==> config.mk <==
export PLATFORM = sky130hd
export DESIGN_NAME = mem_cmd_sequencer
export DESIGN_NICKNAME = d
export VERILOG_FILES = /design/src/rtl/mem_cmd_sequencer.sv
export SDC_FILE = /design/constraint.sdc
export NUM_CORES = 1
export LEC_CHECK = 0
export CAP_MARGIN = 20
export CORE_MARGIN = 4
export CORE_UTILIZATION = 52
export CTS_BUF_LIST = sky130_fd_sc_hd__clkbuf_8
export CTS_CLUSTER_SIZE = 24
export DETAILED_ROUTE_END_ITERATION = 8
export PLACE_DENSITY = 0.76
export SLEW_MARGIN = 5
export SYNTH_ARGS = -nofsm -noshare
export SYNTH_HDL_FRONTEND = slang
export SYNTH_SLANG_ARGS = --single-unit
export TNS_END_PERCENT = 30
==> constraint.sdc <==
create_clock -name clk_mem -period 5.2 [get_ports clk_mem]
set_input_delay 1.3 -clock clk_mem [delete_from_list [all_inputs] [get_ports clk_mem]]
set_output_delay 1.3 -clock clk_mem [all_outputs]
set_load 0.01 [all_outputs]
==> src/rtl/mem_cmd_sequencer.sv <==
// mem_cmd_sequencer: splits word-granular memory commands into fixed-size DDR
// bursts on a MIG-style native app interface. Write words are packed into
// masked bursts. Read bursts land in a credit-limited return buffer and are
// unpacked back into a word stream.
// Optional build macro: MEM_CMD_SEQ_STATS_EN adds stat_cmds, stat_wr_bursts
// and stat_rd_bursts free-running counters.
module mem_cmd_sequencer #(
  parameter int unsigned mem_width     = 32,
  parameter int unsigned burst_words   = 4,
  parameter int unsigned addr_width    = 28,
  parameter int unsigned rd_buf_bursts = 4
) (
  input  logic                                clk_mem,
  input  logic                                reset,
  input  logic                                cmd_valid,
  output logic                                cmd_ready,
  input  logic [64:0]                         cmd_data,
  input  logic                                wr_valid,
  output logic                                wr_ready,
  input  logic [mem_width-1:0]                wr_data,
  output logic                                rd_valid,
  input  logic                                rd_ready,
  output logic [mem_width-1:0]                rd_data,
  output logic                                app_en,
  input  logic                                app_rdy,
  output logic [2:0]                          app_cmd,
  output logic [addr_width-1:0]               app_addr,
  output logic                                app_wdf_wren,
  output logic                                app_wdf_end,
  input  logic                                app_wdf_rdy,
  output logic [mem_width*burst_words-1:0]    app_wdf_data,
  output logic [mem_width/8*burst_words-1:0]  app_wdf_mask,
  input  logic [mem_width*burst_words-1:0]    app_rd_data,
  input  logic                                app_rd_data_valid,
  output logic                                busy
`ifdef MEM_CMD_SEQ_STATS_EN
  ,
  output logic [31:0]                         stat_cmds,
  output logic [31:0]                         stat_wr_bursts,
  output logic [31:0]                         stat_rd_bursts
`endif
);

  localparam int unsigned BYTES      = mem_width / 8;
  localparam int unsigned SW         = $clog2(burst_words);
  localparam int unsigned PW         = $clog2(rd_buf_bursts);
  localparam int unsigned CW         = PW + 1;
  localparam int unsigned BURST_BITS = mem_width * burst_words;
  localparam int unsigned MASK_BITS  = BYTES * burst_words;

  typedef enum logic [2:0] {IDLE, WR_FILL, WR_DATA, WR_CMD, RD_CMD} state_t;

  state_t state, state_next;

  logic [31:0]           addr, remaining, burst_base;
  logic [CW-1:0]         credits;
  logic [SW-1:0]         slot;
  logic [BURST_BITS-1:0] wdata;
  logic [MASK_BITS-1:0]  wmask;

  // Read return buffer: data and metadata share one read pointer because the
  // head of both always describes the oldest unretired burst.
  logic [BURST_BITS-1:0] rbuf       [rd_buf_bursts];
  logic [SW-1:0]         meta_first [rd_buf_bursts];
  logic [SW-1:0]         meta_last  [rd_buf_bursts];
  logic [PW-1:0]         mwptr, bwptr, rptr;
  logic [CW-1:0]         dcount;
  logic [SW-1:0]         rd_off, cur_slot;

  logic        cmd_rnw;
  logic [31:0] cmd_addr, cmd_len;
  logic        cmd_fire, wr_fire, app_fire, rd_issue, rd_fire, retire;
  logic [31:0] rd_avail, rd_take;
  logic        rd_last_burst;
  logic [SW-1:0] rd_last_slot;

  assign cmd_rnw  = cmd_data[64];
  assign cmd_addr = cmd_data[63:32];
  assign cmd_len  = cmd_data[31:0];
  assign slot     = addr[SW-1:0];

  assign cmd_fire = cmd_valid && cmd_ready;
  assign wr_fire  = wr_valid && wr_ready;
  assign app_fire = app_en && app_rdy;
  assign rd_issue = app_fire && (state == RD_CMD);
  assign rd_fire  = rd_valid && rd_ready;
  assign cur_slot = meta_first[rptr] + rd_off;
  assign retire   = rd_fire && (cur_slot == meta_last[rptr]);

  // Size of the read burst about to be issued: up to the end of the burst or
  // the end of the command, whichever comes first.
  always_comb begin
    rd_avail      = 32'(burst_words) - 32'(slot);
    rd_last_burst = (remaining <= rd_avail);
    rd_take       = rd_last_burst ? remaining : rd_avail;
    rd_last_slot  = SW'(32'(slot) + rd_take - 32'd1);
  end

  // Moore-style outputs decoded from the state and datapath registers.
  assign cmd_ready    = (state == IDLE);
  assign wr_ready     = (state == WR_FILL);
  assign app_wdf_wren = (state == WR_DATA);
  assign app_wdf_end  = (state == WR_DATA);
  assign app_en       = (state == WR_CMD) || ((state == RD_CMD) && (credits != '0));
  assign app_cmd      = (state == RD_CMD) ? 3'b001 : 3'b000;
  assign app_addr     = addr_width'(burst_base * BYTES);
  assign app_wdf_data = wdata;
  assign app_wdf_mask = wmask;
  assign rd_valid     = (dcount != '0);
  assign rd_data      = rbuf[rptr][cur_slot*mem_width +: mem_width];
  assign busy         = (state != IDLE) || (credits != CW'(rd_buf_bursts));

  // State register.
  always_ff @(posedge clk_mem or negedge reset) begin
    if (!reset) state <= IDLE;
    else        state <= state_next;
  end

  // Next-state logic.
  always_comb begin
    state_next = state;
    case (state)
      IDLE:    if (cmd_fire && (cmd_len != '0)) state_next = cmd_rnw ? RD_CMD : WR_FILL;
      WR_FILL: if (wr_fire && ((&slot) || (remaining == 32'd1))) state_next = WR_DATA;
      WR_DATA: if (app_wdf_rdy) state_next = WR_CMD;
      WR_CMD:  if (app_rdy) state_next = (remaining != '0) ? WR_FILL : IDLE;
      RD_CMD:  if (rd_issue && rd_last_burst) state_next = IDLE;
      default: state_next = IDLE;
    endcase
  end

  // Command datapath: address walk, remaining length, write burst packing.
  always_ff @(posedge clk_mem or negedge reset) begin
    if (!reset) begin
      addr       <= '0;
      remaining  <= '0;
      burst_base <= '0;
      wdata      <= '0;
      wmask      <= '1;
    end else begin
      case (state)
        IDLE: if (cmd_fire && (cmd_len != '0)) begin
          addr       <= cmd_addr;
          remaining  <= cmd_len;
          burst_base <= cmd_addr & ~32'(burst_words - 1);
        end
        WR_FILL: if (wr_fire) begin
          wdata[slot*mem_width +: mem_width] <= wr_data;
          wmask[slot*BYTES +: BYTES]         <= '0;
          addr      <= addr + 32'd1;
          remaining <= remaining - 32'd1;
        end
        WR_CMD: if (app_rdy) begin
          burst_base <= burst_base + 32'(burst_words);
          wmask      <= '1;
        end
        RD_CMD: if (rd_issue) begin
          addr       <= addr + rd_take;
          remaining  <= remaining - rd_take;
          burst_base <= burst_base + 32'(burst_words);
        end
        default: ;
      endcase
    end
  end

  // Read credits: one per buffer slot, held from issue until retire.
  always_ff @(posedge clk_mem or negedge reset) begin
    if (!reset) credits <= CW'(rd_buf_bursts);
    else begin
      case ({rd_issue, retire})
        2'b10:   credits <= credits - CW'(1);
        2'b01:   credits <= credits + CW'(1);
        default: ;
      endcase
    end
  end

  // Metadata push on issue, burst capture on return, word unpack on drain.
  always_ff @(posedge clk_mem or negedge reset) begin
    if (!reset) begin
      for (int unsigned i = 0; i < rd_buf_bursts; i++) begin
        rbuf[PW'(i)]       <= '0;
        meta_first[PW'(i)] <= '0;
        meta_last[PW'(i)]  <= '0;
      end
      mwptr  <= '0;
      bwptr  <= '0;
      rptr   <= '0;
      dcount <= '0;
      rd_off <= '0;
    end else begin
      if (rd_issue) begin
        meta_first[mwptr] <= slot;
        meta_last[mwptr]  <= rd_last_slot;
        mwptr             <= mwptr + PW'(1);
      end
      if (app_rd_data_valid) begin
        rbuf[bwptr] <= app_rd_data;
        bwptr       <= bwptr + PW'(1);
      end
      if (rd_fire) begin
        if (retire) begin
          rptr   <= rptr + PW'(1);
          rd_off <= '0;
        end else begin
          rd_off <= rd_off + SW'(1);
        end
      end
      case ({app_rd_data_valid, retire})
        2'b10:   dcount <= dcount + CW'(1);
        2'b01:   dcount <= dcount - CW'(1);
        default: ;
      endcase
    end
  end

`ifdef MEM_CMD_SEQ_STATS_EN
  // Free-running activity counters.
  always_ff @(posedge clk_mem or negedge reset) begin
    if (!reset) begin
      stat_cmds      <= '0;
      stat_wr_bursts <= '0;
      stat_rd_bursts <= '0;
    end else begin
      if (cmd_fire)                     stat_cmds      <= stat_cmds + 32'd1;
      if (app_fire && state == WR_CMD)  stat_wr_bursts <= stat_wr_bursts + 32'd1;
      if (rd_issue)                     stat_rd_bursts <= stat_rd_bursts + 32'd1;
    end
  end
`endif

endmodule

==> results of run 1 <==
cell families (layout without fill, tap and decap cells):
kind of cell / Yosys count / after routing / share of synthesized area, %
flip-flops: 735 / 735 / 53.8
multiplexers: 685 / 685 / 27.9
AND/OR/NAND/NOR: 531 / 531 / 6.94
AO/OA/AOI/OAI: 388 / 388 / 6.57
buffers and inverters: 233 / 742 / 2.81
adder cells (fa/ha/maj): 31 / 31 / 1.19
XOR/XNOR: 29 / 29 / 0.743
other: 1 / 14 / 0.0110
per-layer routing:
metal | routed length (um) | vias to the layer above | track usage, %
li1 | - | 10435 | -
met1 | 36900 | 12110 | 33.6
met2 | 44900 | 771 | 41.9
met3 | 4930 | 177 | 4.37
met4 | 2550 | 10 | 8.01
met5 | 63 | - | 0
where the power goes:
part / switching (uW) / internal, uW / leakage (uW) / total, uW
Sequential: 1690 / 8470 / 0.00896 / 10200
Clock: 2320 / 2960 / 0.00145 / 5280
Combinational: 5550 / 6990 / 0.00728 / 12500
Total: 9550 / 18400 / 0.0177 / 28000
cell type report:
class | count | area (um2) | area share (%)
flip-flops and latches | 735 | 18400 | 43.4
multi-input cells | 1670 | 15000 | 35.3
repair buffers | 497 | 5230 | 12.3
clock buffers | 165 | 2270 | 5.35
well taps | 855 | 1070 | 2.52
clock inverters | 49 | 319 | 0.752
inverters | 31 | 116 | 0.274
diodes | 8 | 20.0 | 0.0472
worst max-delay path, delay by kind of cell (launching register included):
family / cells / cell delay, ns
buffers and inverters: 3 / 0.92
XOR/XNOR: 2 / 0.35
flip-flops: 1 / 0.49
multiplexers: 2 / 1.08
adder cells (fa/ha/maj): 1 / 0.20
registers in the layout, summed over array words and instances (netlist names):
signal        count
meta_last         8
app_wdf_mask      4
credits           3
remaining        32
mwptr             2
state             3
dcount            3
rd_off            2
bwptr             2
app_wdf_data    128
rbuf            512
rptr              2
addr              2
meta_first        8
burst_base       24
cells in the final DEF (no fill, tap or decap), drive strengths merged, types with 8 or more instances in the layout:
| master | netlist | layout |
|---|---|---|
| ha | 27 | 27 |
| mux2 | 517 | 517 |
| o22ai | 15 | 15 |
| clkdlybuf4s50 | 0 | 419 |
| a2bb2oi | 9 | 9 |
| nand3 | 18 | 18 |
| nor3 | 34 | 34 |
| a31oi | 8 | 8 |
| nand4 | 11 | 11 |
| xnor2 | 14 | 14 |
| dfrtp | 730 | 730 |
| nand2 | 333 | 333 |
| nor2 | 62 | 62 |
| clkbuf | 159 | 169 |
| diode | 0 | 8 |
| o21ai | 213 | 213 |
| xor2 | 15 | 15 |
| buf | 43 | 59 |
| or3 | 11 | 11 |
| mux4 | 164 | 164 |
| nor4 | 22 | 22 |
| dlygate4sd2 | 0 | 14 |
| inv | 30 | 61 |
| clkinv | 1 | 15 |
| a21oi | 75 | 75 |
path summary, 6_finish.rpt:
path / endpoint / slack, ns / depth (start not counted)
min: dcount[2] / 0.47 / 1
max reg2reg: remaining[31] / 0.29 / 16
max in group asynchronous: rbuf[483] / 3.19 / 3
min in group asynchronous: rbuf[328] / 0.64 / 1
max: rd_data[30] / 0.14 / 8
min reg2reg: dcount[2] / 0.47 / 1
repair_timing:
action | CTS | global route
setup endpoints to repair | 32 | 18
setup buffers | 0 | 5
pin swaps | 0 | 2
gates resized for setup | 18 | 7
cloned | 2 | 5
metrics by stage:
step	setup WS [ns]	TNS [ns]	utilization (%)	total power [uW]	instances
after floorplan	0.0538	0	-	17900	2638
after global placement	0.552	0	61.0	21900	3775
after detailed placement	0.442	0	61.0	22600	3775
after CTS	-0.0555	-0.157	65.1	27900	3991
after global routing	-0.00735	-0.00837	65.4	29600	4008
final	0.136	0	65.5	28000	4010
==> flow_summary.ini, run 1 <==
[timing]
timing.clock.skew_ns = 0.0342
setup_violations = 0
maxSlewViolCount = 0
min_period_ns = 5.06
share_of_the_clock_period_used_by_the_worst_path_after_layout_pct = 97.4
worst_hold_slack_ns = 0.465
clock.fmax_ghz = 0.197
worst_slew_pin_slew_ns = 1.02
slew_headroom_pct = 32.1
hold_violations = 0

[worst_setup_path]
crit_path_cell_trace = mux4_2 -> ha_4 -> xor2_4 -> xnor2_4 -> buf_12 -> clkbuf_16 -> mux4_2 -> clkdlybuf4s50_1
critical_path_required_ns = 3.90
critical_path.reg2reg.startpoint = addr[1]
cpPeakStageDelay_ns = 0.56
startpoint = rptr[0]
worst_setup_path_end_kind = output pin
arrival_ns = 3.76
critical_path.most_common_cell = mux4_2
criticalPathCategory = reg -> out
critical_path.slowest_cell = mux4_2
timing.critical_path.from_type = register
critical_path_peak_fanout = 9

[synth]
yosysWarnings = 0
synth.cell_area_um2 = 34200
synth.avg_cell_area_um2 = 13.0
synth_area_leaders = dfrtp_1 53%, mux2_2 17%, mux4_2 11%, nand2_1 3.7%, o21ai_0 3.0%
synth_common_cells = 730 x dfrtp_1, 516 x mux2_2, 333 x nand2_1, 207 x o21ai_0, 164 x mux4_2
postSynth.asyncResetShare_pct = 100
netlist.top_cell.by_area = dfrtp_1
synth-main-ff-cell = dfrtp_1
count_of_flip_flops_with_a_built_in_enable_after_synthesis = 0
synth_most_common_cell = dfrtp_1
synthDistinctLibCells = 78
ys_ff_latch = 735
synth_largest_type_area_fraction_pct = 53.4
synth.yosys.seq_area_share_pct = 53.8
post_synthesis_instance_total = 2633

[power]
power-per-cell-area_nw_per_um2 = 660
vdd_drop_max_uv = 339
leakagePower_uw = 0.0177

[hold_path]
holdCritPathClass = reg -> reg
hold_start = dcount[2]

[grt]
grt_remaining_overflow = 0
gr-usage-all-layers_pct = 25.0
grt_pass1_wl_mm = 141
first_global_vias = 25210
largest_net_degree_at_the_start_of_global_routing = 115
initial_antenna_violation_count = 11

[placed_design]
i_o_buffers = 434
detailed_place_hpwl_mm = 57.2
gp_congestion = 0.907
placed_cell_area_um2 = 39500

[clock_tree]
cts_hold_buf = 0
max-clock-path-buffers = 3
clk_transition_reported_paths_ns = 0.06
clock_insertion_delay_worst_skew_ns = 0.70
cts_made_buffers = 117
clkSinkCount = 735
htree_num_levels = 3
cts_tree = done
clock-root-buffer = clkbuf_8

[route]
detailedRoute.firstIterationViolations = 1615
postRouteAntennaNets = 0
vias_per_cell = 5.86
vias = 23503
detailedRoute.firstPassIterationCount = 6
post_drt_wl_per_cell_um = 22.3
detail_route.wirelength_mm = 89.3
drc = 0

[status]
status = completed

[die]
die-height_um = 264
starting_utilization_of_the_core_area_pct = 52.8
floorplan.core_area_um2 = 64800
die-width_um = 264
die_area_um2 = 69900
floorplan.io_pins = 447
placement_rows = 93

[cells_and_area]
nNetsFinal = 3315
fill_cell_instance_count_of_the_final_layout = 4609
layout-drive-gt1-share_pct = 31.0
syn2layout_area_growth_pct = 24.0
layout.cell_area.non_filler_um2 = 42400

[job]
drv.max_cap_violation_count = 0
Power figures use the tool's default switching activity.
==> run 2: changes to the inputs <==
CAP_MARGIN = 10   (was 20)
==> flow_summary.ini, run 2 (synthesis results as in run 1) <==
[timing]
maxSlewViolCount = 0
slew_headroom_pct = 26.6
layout_setup_ws_ns = 0.139
clock.fmax_ghz = 0.198
setup_violations = 0
hold_violations = 0
worst_slew_pin_slew_ns = 1.10
min_period_ns = 5.06
timing.clock.skew_ns = 0.0345
share_of_the_clock_period_used_by_the_worst_path_after_layout_pct = 97.3

[route]
vias = 23484
drc = 0
vias_per_cell = 5.86
detail_route.wirelength_mm = 89.3
detailedRoute.firstIterationViolations = 1541
detailedRoute.firstPassIterationCount = 5
postRouteAntennaNets = 0
post_drt_wl_per_cell_um = 22.3

[cells_and_area]
final_cell_mix = 728 x dfrtp_1, 516 x mux2_2, 419 x clkdlybuf4s50_1
nNetsFinal = 3314
mostFrequentLayoutCell = dfrtp_1
regMostFlops = rbuf
fill_cell_instance_count_of_the_final_layout = 4611
syn2layout_area_growth_pct = 24.0
largest_register_ff_count = 512
layoutNonFillerInstCount = 4008
area_of_the_multi_input_gates_um2 = 15000
layout-drive-gt1-share_pct = 31.0
seq_area_um2 = 18400
layout.cell_area.non_filler_um2 = 42400

[worst_setup_path]
timing.critical_path.buf_inv = 3
critical_path.most_common_cell = mux4_2
arrival_ns = 3.76
worst_setup_path_end_kind = output pin
cpPeakStageDelay_ns = 0.56
criticalPathCategory = reg -> out
critical_path.slowest_cell = mux4_2
critical-path-top-delay-family = multiplexers
timing.critical_path.from_type = register
critical_path_required_ns = 3.90
critical_path_peak_fanout = 22
crit_path_cell_trace = mux4_2 -> ha_4 -> buf_4 -> buf_16 -> mux4_2 -> mux4_2 -> clkdlybuf4s50_1

[hold_path]
holdCritPathClass = reg -> reg

[status]
status = completed

[power]
leakagePower_uw = 0.0177
p_total_uw = 28000
vdd_drop_max_uv = 339
power-per-cell-area_nw_per_um2 = 660

[die]
floorplan.io_pins = 447
die-height_um = 264
die_area_um2 = 69900
floorplan.core_area_um2 = 64800
starting_utilization_of_the_core_area_pct = 52.8
placement_rows = 93
die-width_um = 264

[clock_tree]
clock_insertion_delay_worst_skew_ns = 0.70
clock-root-buffer = clkbuf_8
cts_tree = done
cts_made_buffers = 117
max-clock-path-buffers = 3
clkSinkCount = 735
clk_transition_reported_paths_ns = 0.06
htree_num_levels = 3

[placed_design]
detailed_place_hpwl_mm = 57.2
post-place-cells = 3775
placed_cell_area_um2 = 39500
i_o_buffers = 434
gp_congestion = 0.907
worst_setup_slack_after_placement_ns = 0.442

[grt]
grt_pass1_wl_mm = 141
grt_remaining_overflow = 0
first_global_vias = 25210
gr-usage-all-layers_pct = 25.0
largest_net_degree_at_the_start_of_global_routing = 115
initial_antenna_violation_count = 11

[job]
drv.max_cap_violation_count = 0
run 2: changes by cell type in the layout (fill, tap and decap cells not counted), sizes merged:
cell   previous run  this run
buf              59        58
diode             8         7
run 2: timing repair:
action,4_1_cts,5_1_grt
gates resized for setup,18,7
cloned,2,5
pin swaps,0,2
endpoints found under the setup margin,32,18
buffers inserted,0,5
hold buffers,0,0
run 2: final cells by class:
type,instances,area share (%)
Tap cell,855,2.52
Multi-Input combinational cell,1670,35.4
Inverter,31,0.274
Clock buffer,165,5.36
Antenna cell,7,0.0413
Clock inverter,49,0.752
Timing Repair Buffer,496,12.3
Sequential cell,735,43.4
run 2: final timing paths:
kind	start	to	slack (ns)	cells past startpoint
max	rptr[0]	rd_data[17]	0.14	7
min	dcount[2]	dcount[2]	0.47	1
max reg2reg	addr[1]	remaining[31]	0.33	16
min reg2reg	dcount[2]	dcount[2]	0.47	1
max in group asynchronous	reset	rbuf[483]	3.18	3
min in group asynchronous	reset	rbuf[488]	0.64	1
run 2: per-layer routing:
| metal | share of wire [%] | track usage (%) |
|---|---|---|
| met3 | 5.4 | 4.37 |
| met4 | 2.8 | 8.01 |
| met1 | 42 | 33.6 |
| met5 | 0.071 | 0 |
| met2 | 50 | 41.9 |
run 2: through the flow:
step	util (%)	hold slack, ns	setup TNS [ns]
floorplan	-	0.434	0
global placement	61.0	0.448	0
detailed placement	61.0	0.463	0
CTS	65.1	0.471	-0.157
global route	65.4	0.496	-0.00837
finish	65.4	0.465	0
run 2: report_power, final:
part / switching, uW / internal (uW)
Sequential: 1690 / 8470
Clock: 2320 / 2960
Combinational: 5550 / 6980
Total: 9550 / 18400
==> run 3: changes to the inputs <==
CORE_UTILIZATION = 58   (was 52)
PLACE_DENSITY = 0.8   (was 0.76)
clock period = 4.9 ns   (was 5.2 ns; I/O delays follow)
==> flow_summary.ini, run 3 (synthesis results as in run 1) <==
[timing]
grt_setup_unrepaired = no
total_neg_setup_slack_ns = 0
worst_hold_slack_ns = 0.457
maxSlewViolCount = 0
worst_slew_pin_slew_ns = 1.02
setup_violations = 0
slew_headroom_pct = 31.8
hold_violations = 0
share_of_the_clock_period_used_by_the_worst_path_after_layout_pct = 97.4
timing.clock.skew_ns = 0.0343
min_period_ns = 4.77
clock.fmax_ghz = 0.210

[die]
floorplan.core_area_um2 = 58000
die-height_um = 251
die-width_um = 251
die_area_um2 = 62900
placement_rows = 88
starting_utilization_of_the_core_area_pct = 58.9
floorplan.io_pins = 447

[grt]
grt_remaining_overflow = 0
gr-usage-all-layers_pct = 28.0
first_global_vias = 25634
grt_pass1_wl_mm = 142
largest_net_degree_at_the_start_of_global_routing = 111
initial_antenna_violation_count = 19

[route]
vias = 23696
detailedRoute.firstPassIterationCount = 6
postRouteAntennaNets = 0
detail_route.wirelength_mm = 88.3
vias_per_cell = 6.02
post_drt_wl_per_cell_um = 22.4
detailedRoute.firstIterationViolations = 1635
drc = 0

[hold_path]
min_delay_path_depth = 1
hold_start = dcount[2]
holdPathEnd = dcount[2]
holdCritPathClass = reg -> reg

[worst_setup_path]
critical_path_peak_fanout = 24
reg2reg_setup_slack_ns = 0.35
worst_r2r_path_depth = 13
cpPeakStageDelay_ns = 0.55
critical_path.reg2reg.startpoint = remaining[24]
arrival_ns = 3.55
timing.critical_path.buf_inv = 3
worst_setup_path_end_kind = output pin
critical_path_required_ns = 3.67
critical_path.slowest_cell = mux4_2
critical-path-top-delay-family = multiplexers
criticalPathCategory = reg -> out
reg2reg_to = remaining[5]
timing.critical_path.from_type = register
crit_path_cell_trace = mux4_2 -> ha_4 -> buf_12 -> buf_16 -> mux4_2 -> mux4_2 -> dlygate4sd2_1
critical_path.most_common_cell = mux4_2

[job]
drv.max_cap_violation_count = 0

[cells_and_area]
syn2layout_area_growth_pct = 23.5
area_of_the_multi_input_gates_um2 = 15000
fill_cell_instance_count_of_the_final_layout = 3722
seq_area_um2 = 18400
mostFrequentLayoutCell = dfrtp_1
final_cell_mix = 728 x dfrtp_1, 516 x mux2_2, 401 x clkdlybuf4s50_1
largest_register_ff_count = 512
layout.cell_area.non_filler_um2 = 42200
nNetsFinal = 3322
layout-drive-gt1-share_pct = 30.9
regMostFlops = rbuf
layoutNonFillerInstCount = 3934

[placed_design]
detailed_place_hpwl_mm = 56.3
i_o_buffers = 434
gp_congestion = 0.916
post-place-cells = 3690
placed_cell_area_um2 = 39400

[clock_tree]
clk_transition_reported_paths_ns = 0.06
clock_insertion_delay_worst_skew_ns = 0.70
cts_made_buffers = 120
htree_num_levels = 3
cts_tree = done
cts_hold_buf = 0
clkSinkCount = 735
clock-root-buffer = clkbuf_8
max-clock-path-buffers = 3

[status]
status = completed

[power]
leakagePower_uw = 0.0177
vdd_drop_max_uv = 452
p_comb_share_pct = 44.3
power.sequential.fraction_pct = 36.7
switching_share_pct = 34.3
p_total_uw = 29500
power-per-cell-area_nw_per_um2 = 698
switching_power_uw = 10100
power_frac_clock_pct = 19.0
cell_internal_pwr_uw = 19400
## run 3: cell types whose count changed in the layout (fill, tap and decap cells not counted), sizes merged, moves of 7 or more
| cell | delta |
|---|---|
| dlygate4sd2 | +17 |
| clkdlybuf4s50 | -18 |
| inv | +7 |
| diode | +8 |
| buf | +9 |
| clkbuf | -9 |
## run 3: how the worst max path moves through the flow
stage | from | end | slack (ns) | cells after the start
after global placement | remaining[18] | remaining[31] | 0.39 | 13
after global routing | rptr[0] | rd_data[12] | 0.007 | 7
final | rptr[0] | rd_data[11] | 0.13 | 7
after CTS | rptr[0] | rd_data[3] | -0.16 | 7
after detailed placement | addr[1] | remaining[17] | 0.41 | 17
after floorplan | rptr[0] | rd_data[22] | 0.06 | 9
## run 3: power groups by stage
stage | registers [uW] | logic [uW] | clock network [uW]
floorplan | 10400 | 8590 | 0
global placement | 10500 | 12600 | 0
detailed placement | 10800 | 13100 | 0
CTS | 10800 | 13100 | 5710
global route | 11100 | 14000 | 6000
finish | 10800 | 13100 | 5600
## run 3: layout make-up
class | instances | area share (%)
diodes | 15 | 0.0889
repair buffers | 501 | 12.2
multi-input cells | 1670 | 35.4
inverters | 31 | 0.275
flip-flops and latches | 735 | 43.6
clock buffers | 159 | 5.18
clock inverters | 58 | 0.933
well taps | 765 | 2.27
## run 3: repair_timing
item,4_1_cts,5_1_grt
hold endpoints to repair,0,0
setup buffers,5,1
resized for setup,42,3
setup endpoints to repair,32,7
pin swaps,1,0
cloned,5,1
## run 3: routing by layer
layer / wire, um / track usage, % / vias up
li1: - / - / 10466
met1: 35500 / 36.5 / 12173
met2: 44200 / 46.9 / 846
met3: 5710 / 6.15 / 201
met4: 2810 / 10.1 / 10
met5: 65 / 0 / -
## run 3: metrics by stage
| stage | setup WS [ns] | utilization (%) |
|---|---|---|
| 2_1_floorplan | 0.0642 | - |
| 3_3_place_gp | 0.391 | 67.9 |
| 3_5_place_dp | 0.407 | 67.9 |
| 4_1_cts | -0.156 | 72.7 |
| 5_1_grt | 0.00721 | 72.8 |
| 6_report | 0.127 | 72.8 |
## run 3: worst register-to-register path, delay by kind of cell, from the launching register on
kind	cells	cell delay, ns
compound gates	5	0.90
fa+ha+maj	1	0.30
flops	1	0.47
mux	1	0.40
simple gates	6	2.38
